$ cat config.mk
export PLATFORM = sky130hd
export DESIGN_NAME = gnn_readout
export DESIGN_NICKNAME = d
export VERILOG_FILES = /design/src/rtl/gnn_pkg.sv /design/src/rtl/gnn_readout_cmp.sv /design/src/rtl/gnn_readout.sv
export SDC_FILE = /design/constraint.sdc
export NUM_CORES = 1
export LEC_CHECK = 0
export ABC_CLOCK_PERIOD_IN_PS = 4100
export CORE_MARGIN = 5
export CORE_UTILIZATION = 48
export CTS_CLUSTER_DIAMETER = 60
export DETAILED_ROUTE_END_ITERATION = 10
export GPL_TIMING_DRIVEN = 0
export PLACE_DENSITY = 0.74
export SLEW_MARGIN = 25
export SYNTH_ARGS = -nofsm -noshare
export SYNTH_HDL_FRONTEND = slang
export SYNTH_SLANG_ARGS = --single-unit
$ cat constraint.sdc
create_clock -name clk -period 4.1 [get_ports clk]
set_input_delay 0.82 -clock clk [delete_from_list [all_inputs] [get_ports clk]]
set_output_delay 0.82 -clock clk [all_outputs]
set_load 0.05 [all_outputs]
$ cat src/rtl/gnn_pkg.sv
// rtl/gnn_pkg.sv - shared constants, state and record types for the GNN readout
package gnn_pkg;

    localparam int DW        = 21;
    localparam int NUM_NODES = 4;
    localparam int NW        = $clog2(NUM_NODES);

    typedef enum logic [1:0] {
        ST_IDLE    = 2'd0,
        ST_COLLECT = 2'd1,
        ST_EMIT    = 2'd2,
        ST_DONE    = 2'd3
    } rd_state_t;

    typedef struct packed {
        logic [NW-1:0]        node;
        logic                 cls;
        logic signed [DW-1:0] score;
        logic signed [DW:0]   margin;
    } res_rec_t;

endpackage

$ cat src/rtl/gnn_readout_cmp.sv
// rtl/gnn_readout_cmp.sv - combinational two-class comparator (class, max score, margin)
module gnn_readout_cmp #(
    parameter int DW = gnn_pkg::DW
) (
    input  logic signed [DW-1:0] i_out0,
    input  logic signed [DW-1:0] i_out1,
    output logic                 o_class,
    output logic signed [DW-1:0] o_score,
    output logic signed [DW:0]   o_margin
);

    logic signed [DW:0] w_out0_ext;
    logic signed [DW:0] w_out1_ext;

    // One guard bit keeps out1 - out0 exact across the full input range.
    assign w_out0_ext = {i_out0[DW-1], i_out0};
    assign w_out1_ext = {i_out1[DW-1], i_out1};

    assign o_class  = (i_out1 > i_out0);
    assign o_score  = o_class ? i_out1 : i_out0;
    assign o_margin = w_out1_ext - w_out0_ext;

endmodule

$ cat src/rtl/gnn_readout.sv
// rtl/gnn_readout.sv - collects layer-2 node results and emits per-node class records
module gnn_readout #(
    parameter int DW             = 21,
    parameter int TIMEOUT_CYCLES = 64
) (
    input  logic                 clk,
    input  logic                 rst_n,
    input  logic                 start,
    input  logic signed [DW-1:0] out0_node0,
    input  logic signed [DW-1:0] out0_node1,
    input  logic signed [DW-1:0] out0_node2,
    input  logic signed [DW-1:0] out0_node3,
    input  logic signed [DW-1:0] out1_node0,
    input  logic signed [DW-1:0] out1_node1,
    input  logic signed [DW-1:0] out1_node2,
    input  logic signed [DW-1:0] out1_node3,
    input  logic                 out10_ready_node0,
    input  logic                 out10_ready_node1,
    input  logic                 out10_ready_node2,
    input  logic                 out10_ready_node3,
    input  logic                 out11_ready_node0,
    input  logic                 out11_ready_node1,
    input  logic                 out11_ready_node2,
    input  logic                 out11_ready_node3,
    output logic                 res_valid,
    input  logic                 res_ready,
    output logic [1:0]           res_node,
    output logic                 res_class,
    output logic signed [DW-1:0] res_score,
    output logic signed [DW:0]   res_margin,
    output logic                 busy,
    output logic                 done,
    output logic                 timeout_err
);

    import gnn_pkg::*;

    localparam int TW = $clog2(TIMEOUT_CYCLES) + 1;

    rd_state_t            r_state;
    rd_state_t            w_next;
    logic [NUM_NODES-1:0] r_cap0;
    logic [NUM_NODES-1:0] r_cap1;
    logic [NUM_NODES-1:0] w_cap0_nxt;
    logic [NUM_NODES-1:0] w_cap1_nxt;
    logic signed [DW-1:0] r_slot0     [NUM_NODES];
    logic signed [DW-1:0] r_slot1     [NUM_NODES];
    logic signed [DW-1:0] w_slot0_nxt [NUM_NODES];
    logic signed [DW-1:0] w_slot1_nxt [NUM_NODES];
    logic signed [DW-1:0] w_in0       [NUM_NODES];
    logic signed [DW-1:0] w_in1       [NUM_NODES];
    logic [NUM_NODES-1:0] w_rdy0;
    logic [NUM_NODES-1:0] w_rdy1;
    logic [TW-1:0]        r_tcnt;
    logic [NW-1:0]        r_node;
    logic [NW-1:0]        w_node_nxt;
    logic                 w_arm;
    logic                 w_all;
    logic                 w_tmo;
    logic                 w_hs;
    logic                 w_cls;
    logic signed [DW-1:0] w_score;
    logic signed [DW:0]   w_margin;
    res_rec_t             w_rec;
    res_rec_t             r_rec;
    logic                 r_valid;
    logic                 r_busy;
    logic                 r_done;
    logic                 r_terr;

    assign w_in0[0] = out0_node0;
    assign w_in0[1] = out0_node1;
    assign w_in0[2] = out0_node2;
    assign w_in0[3] = out0_node3;
    assign w_in1[0] = out1_node0;
    assign w_in1[1] = out1_node1;
    assign w_in1[2] = out1_node2;
    assign w_in1[3] = out1_node3;
    assign w_rdy0   = {out10_ready_node3, out10_ready_node2, out10_ready_node1, out10_ready_node0};
    assign w_rdy1   = {out11_ready_node3, out11_ready_node2, out11_ready_node1, out11_ready_node0};

    assign w_arm = start && ((r_state == ST_IDLE) || (r_state == ST_DONE));
    assign w_hs  = r_valid && res_ready;
    assign w_tmo = (r_tcnt == TW'(TIMEOUT_CYCLES - 1));

    // Slot capture: first ready wins, later ready/data changes are ignored.
    always_comb begin
        w_cap0_nxt = r_cap0;
        w_cap1_nxt = r_cap1;
        for (int n = 0; n < NUM_NODES; n++) begin
            w_slot0_nxt[n] = r_slot0[n];
            w_slot1_nxt[n] = r_slot1[n];
        end
        if (w_arm) begin
            w_cap0_nxt = '0;
            w_cap1_nxt = '0;
            for (int n = 0; n < NUM_NODES; n++) begin
                w_slot0_nxt[n] = '0;
                w_slot1_nxt[n] = '0;
            end
        end else if (r_state == ST_COLLECT) begin
            for (int n = 0; n < NUM_NODES; n++) begin
                if (!r_cap0[n] && w_rdy0[n]) begin
                    w_cap0_nxt[n]  = 1'b1;
                    w_slot0_nxt[n] = w_in0[n];
                end
                if (!r_cap1[n] && w_rdy1[n]) begin
                    w_cap1_nxt[n]  = 1'b1;
                    w_slot1_nxt[n] = w_in1[n];
                end
            end
        end
    end

    assign w_all = (&w_cap0_nxt) && (&w_cap1_nxt);

    always_comb begin
        w_next     = r_state;
        w_node_nxt = r_node;
        case (r_state)
            ST_IDLE: begin
                if (w_arm) begin
                    w_next     = ST_COLLECT;
                    w_node_nxt = '0;
                end
            end
            ST_COLLECT: begin
                if (w_all) begin
                    w_next     = ST_EMIT;
                    w_node_nxt = '0;
                end else if (w_tmo) begin
                    w_next = ST_IDLE;
                end
            end
            ST_EMIT: begin
                if (w_hs) begin
                    if (r_node == NW'(NUM_NODES - 1)) begin
                        w_next     = ST_DONE;
                        w_node_nxt = '0;
                    end else begin
                        w_node_nxt = r_node + 1'b1;
                    end
                end
            end
            ST_DONE: begin
                if (w_arm) begin
                    w_next     = ST_COLLECT;
                    w_node_nxt = '0;
                end
            end
            default: w_next = ST_IDLE;
        endcase
    end

    // The record is built from next-cycle slot/index values so res_valid rises
    // together with the state entering EMIT and the outputs stay registered.
    gnn_readout_cmp #(.DW(DW)) u_cmp (
        .i_out0   (w_slot0_nxt[w_node_nxt]),
        .i_out1   (w_slot1_nxt[w_node_nxt]),
        .o_class  (w_cls),
        .o_score  (w_score),
        .o_margin (w_margin)
    );

    always_comb begin
        w_rec        = '0;
        w_rec.node   = w_node_nxt;
        w_rec.cls    = w_cls;
        w_rec.score  = w_score;
        w_rec.margin = w_margin;
    end

    always_ff @(posedge clk or negedge rst_n) begin
        if (!rst_n) begin
            r_state <= ST_IDLE;
            r_cap0  <= '0;
            r_cap1  <= '0;
            for (int n = 0; n < NUM_NODES; n++) begin
                r_slot0[n] <= '0;
                r_slot1[n] <= '0;
            end
            r_tcnt  <= '0;
            r_node  <= '0;
            r_rec   <= '0;
            r_valid <= 1'b0;
            r_busy  <= 1'b0;
            r_done  <= 1'b0;
            r_terr  <= 1'b0;
        end else begin
            r_state <= w_next;
            r_cap0  <= w_cap0_nxt;
            r_cap1  <= w_cap1_nxt;
            for (int n = 0; n < NUM_NODES; n++) begin
                r_slot0[n] <= w_slot0_nxt[n];
                r_slot1[n] <= w_slot1_nxt[n];
            end
            r_node <= w_node_nxt;
            if (w_arm) begin
                r_tcnt <= '0;
            end else if (r_state == ST_COLLECT) begin
                r_tcnt <= r_tcnt + 1'b1;
            end
            r_rec   <= (w_next == ST_EMIT) ? w_rec : '0;
            r_valid <= (w_next == ST_EMIT);
            r_busy  <= (w_next == ST_COLLECT) || (w_next == ST_EMIT);
            r_done  <= (w_next == ST_DONE);
            if (w_arm) begin
                r_terr <= 1'b0;
            end else if ((r_state == ST_COLLECT) && !w_all && w_tmo) begin
                r_terr <= 1'b1;
            end
        end
    end

    assign res_valid   = r_valid;
    assign res_node    = r_rec.node;
    assign res_class   = r_rec.cls;
    assign res_score   = r_rec.score;
    assign res_margin  = r_rec.margin;
    assign busy        = r_busy;
    assign done        = r_done;
    assign timeout_err = r_terr;

endmodule

==> out/summary.json <==
{
  "timing.final.setup_violations": 31,
  "cts_inserted_buffers": 26,
  "tritoncts": "done",
  "grt_antenna_before_repair": 1,
  "drc_errors": 0,
  "relSlewSlack_pct": 35.01,
  "pin_count_of_the_biggest_net_entering_global_routing": 97,
  "grt_most_used_layer": "met2",
  "floorplan.die.width_microns": 169.7,
  "power.leakage_nw": 7.535,
  "post_synth_instance_area_sq_um": 12240,
  "synth-async-reset-ratio_pct": 100.0,
  "grt.met2_usage_pct": 48.40,
  "timing.critical_path.arrival_ns": 4.92,
  "vias": 12770,
  "path_clk_slew_ns": 0.06,
  "number_of_global_route_vias_before_repair": 12320,
  "via_per_inst": 6.030,
  "areaGrowthSynthToFinish_pct": 49.41,
  "grt_remaining_overflow": 0,
  "drt_pre_antenna_iters": 5,
  "holdWs_ns": 0.2599,
  "cpMaxStageDelayCell": "sky130_fd_sc_hd__a211oi_4",
  "layout_commonest_cell": "sky130_fd_sc_hd__nand2_1",
  "synthesis.instances": 1420,
  "final_worst_path_period_share_pct": 110.2,
  "cp-end-kind": "flop",
  "report.power.total_mw": 15.26,
  "crit_path_kind": "in -> reg",
  "max_stage_delay_ns": 0.40,
  "clock_insertion_delay_worst_skew_ns": 0.54,
  "cts_max_path_buffers": 3,
  "gr-usage-all-layers_pct": 30.92,
  "cell_area_after_placement_sq_um": 15190,
  "cp_common_cell": "sky130_fd_sc_hd__buf_6",
  "antenna_left": 0,
  "root_buffer": "sky130_fd_sc_hd__clkbuf_16",
  "num_antenna_cells": 0,
  "grt_use_met3_pct": 5.823,
  "portBuffers": 229,
  "hpwl_mm": 32.68,
  "regToRegSetupSlack_ns": -0.41,
  "die_y_microns": 169.7,
  "synth_sequential_area_ratio_pct": 48.44,
  "main_synth_ff_type": "sky130_fd_sc_hd__dfrtp_1",
  "detail_route.wirelength_mm": 46.78,
  "critical_path.max_fanout": 10,
  "critical_path_required_ns": 4.50,
  "tightestPinTransition_ns": 0.9749,
  "grt.met1_usage_pct": 42.75,
  "timing.final.ws_setup_ns": -0.4165,
  "p_per_area_nw_per_um2": 834.3,
  "synth.avg_cell_area_sq_um": 8.623,
  "run_status": "complete, but fails checks",
  "finalWeightedCongestion": 0.9291,
  "clock_sink_count": 237,
  "synth-seq-cells": 237,
  "fin_util_pct": 72.65,
  "stdcell_area_sq_um": 18290,
  "syn_nets": 1629,
  "post_synth_num_cell_types": 62,
  "share_of_post_route_cells_with_drive_strength_above_1_pct": 23.06,
  "vdd_drop_max_v": 0.0005526,
  "start_kind": "input port",
  "synth-edff-count": 0,
  "min_period_ns": 4.517,
  "drv.max_cap_violation_count": 0,
  "yosys_warnings": 0,
  "top_level_ports": 230,
  "grt_setup_unrepaired": "yes",
  "cts_hold_buffers": 0,
  "maxClockFrequency_mhz": 221.4,
  "most-common-layout-cells": "sky130_fd_sc_hd__nand2_1 (350), sky130_fd_sc_hd__dfrtp_1 (237), sky130_fd_sc_hd__clkdlybuf4s50_1 (218)",
  "min-delay-path-class": "in -> async",
  "critical_path_cell_by_cell": "dlygate4sd2_1 > o22ai_4 > nor4_4 > buf_6 > a31o_4 > buf_8 > buf_4 > nand3_1 > a32o_2 > ha_4 > inv_2 > fa_2 > a21o_1 > a22o_1 > o211ai_4 > a211oi_4 > o2111a_1 > buf_6 > clkbuf_16 > nor3_4 > o21a_1",
  "floorplan.initialDensity_pct": 48.62,
  "finish.net_count": 1976,
  "post_drt_wl_per_cell_microns": 22.10,
  "placementRows": 58,
  "placeableCoreArea_sq_um": 25180,
  "hold_violation_total_from_the_final_report": 0,
  "slew_viols_final": 0,
  "violated_checks": "negative setup slack",
  "fin_worst_skew_ns": 0.01365,
  "cts-htree-levels": 1,
  "die_area_sq_um": 28800,
  "first_pass_grt_wire_length_mm": 69.79,
  "violation_count_after_the_first_detailed_route_iteration": 1191
}
-- per-layer routing --
metal / vias to the layer above / routed length [microns]
met5: - / 12
met1: 6174 / 19140
met4: 2 / 2452
li1: 5725 / -
met3: 151 / 3919
met2: 714 / 21260
-- cell usage after synthesis (21+ instances only) --
| master | instances | share of area, % |
|---|---|---|
| sky130_fd_sc_hd__nand2_1 | 354 | 11 |
| sky130_fd_sc_hd__dfrtp_1 | 237 | 48 |
| sky130_fd_sc_hd__a21oi_1 | 208 | 8.5 |
| sky130_fd_sc_hd__o21ai_0 | 95 | 3.9 |
| sky130_fd_sc_hd__clkbuf_1 | 93 | 2.9 |
| sky130_fd_sc_hd__nand3_1 | 47 | 1.9 |
| sky130_fd_sc_hd__nor2_1 | 44 | 1.3 |
| sky130_fd_sc_hd__a311oi_1 | 41 | 2.9 |
| sky130_fd_sc_hd__ha_1 | 28 | 2.9 |
| sky130_fd_sc_hd__o21a_1 | 24 | 1.5 |
| sky130_fd_sc_hd__nor3_1 | 22 | 0.90 |
| sky130_fd_sc_hd__a32oi_1 | 21 | 1.5 |
-- state kept, by name (all words and copies together), names as in the netlist --
name	flops
r_cap1	4
r_slot1	84
res_score	21
res_node	2
r_tcnt	7
r_node	2
r_cap0	4
r_state	2
busy	1
r_slot0	84
done	1
timeout_err	1
res_class	1
res_valid	1
res_margin	22
-- repair_timing --
action / in CTS / in global routing
gates cloned: 7 / 2
buffers inserted: 60 / 26
gates resized for setup: 299 / 140
endpoints found under the setup margin: 44 / 37
endpoints found under the hold margin: 0 / 0
pin swaps: 71 / 67
-- report_power, final --
group          total (mW)  switching (mW)  internal [mW]
registers            3.38           0.276           3.11
clock network        2.26           0.952           1.30
logic                9.62            5.44           4.18
-- final cells by class --
| cell class | instances | area (sq um) |
|---|---|---|
| Buffer | 114 | 925.9 |
| Clock buffer | 44 | 789.5 |
| Clock inverter | 4 | 26.28 |
| Fill cell | 1827 | 6888 |
| Inverter | 17 | 63.81 |
| Multi-Input combinational cell | 1050 | 6967 |
| Sequential cell | 237 | 5931 |
| Tap cell | 330 | 412.9 |
| Timing Repair Buffer | 321 | 3178 |
-- worst max-delay path, delay by kind of cell --
| kind | cells | cell delay, ns |
|---|---|---|
| adder cells (fa/ha/maj) | 2 | 0.38 |
| AND/OR/NAND/NOR | 3 | 0.43 |
| buffers and inverters | 7 | 1.21 |
| AO/OA/AOI/OAI | 9 | 2.06 |
-- path summary, 6_finish.rpt --
kind	to	from	depth (start not counted)
worst min register to register	timeout_err	timeout_err	2
max in group asynchronous	res_score[7]	rst_n	2
worst max-delay path	res_score[19]	out10_ready_node0	21
min in group clk	timeout_err	timeout_err	2
worst max register to register	res_score[19]	r_state[0]	21
worst min-delay path	r_tcnt[2]	rst_n	1
-- metrics by stage --
step,TNS (ns),instances,setup slack (ns)
2_1_floorplan,-1.077,1420,-0.08438
3_3_place_gp,-1860.35,1979,-7.603
3_5_place_dp,-66.03,1981,-1.994
4_1_cts,-6.309,2093,-0.3098
5_1_grt,-12.11,2117,-0.4701
6_report,-8.907,2117,-0.4165
-- cells by family (layout without fill, tap and decap cells) --
family                     count (synthesis)  in the layout  synth area share, %
AOI/OAI and AO/OA                        474            475                24.11
xor gates and xnor gates                  19             19                1.359
adders and majority gates                 29             29                3.025
buffers and inverters                    134            500                4.404
DFF                                      237            237                48.44
muxes                                      4              4               0.3270
and+or+nand+nor                          523            523                18.34
Power figures use the tool's default switching activity.
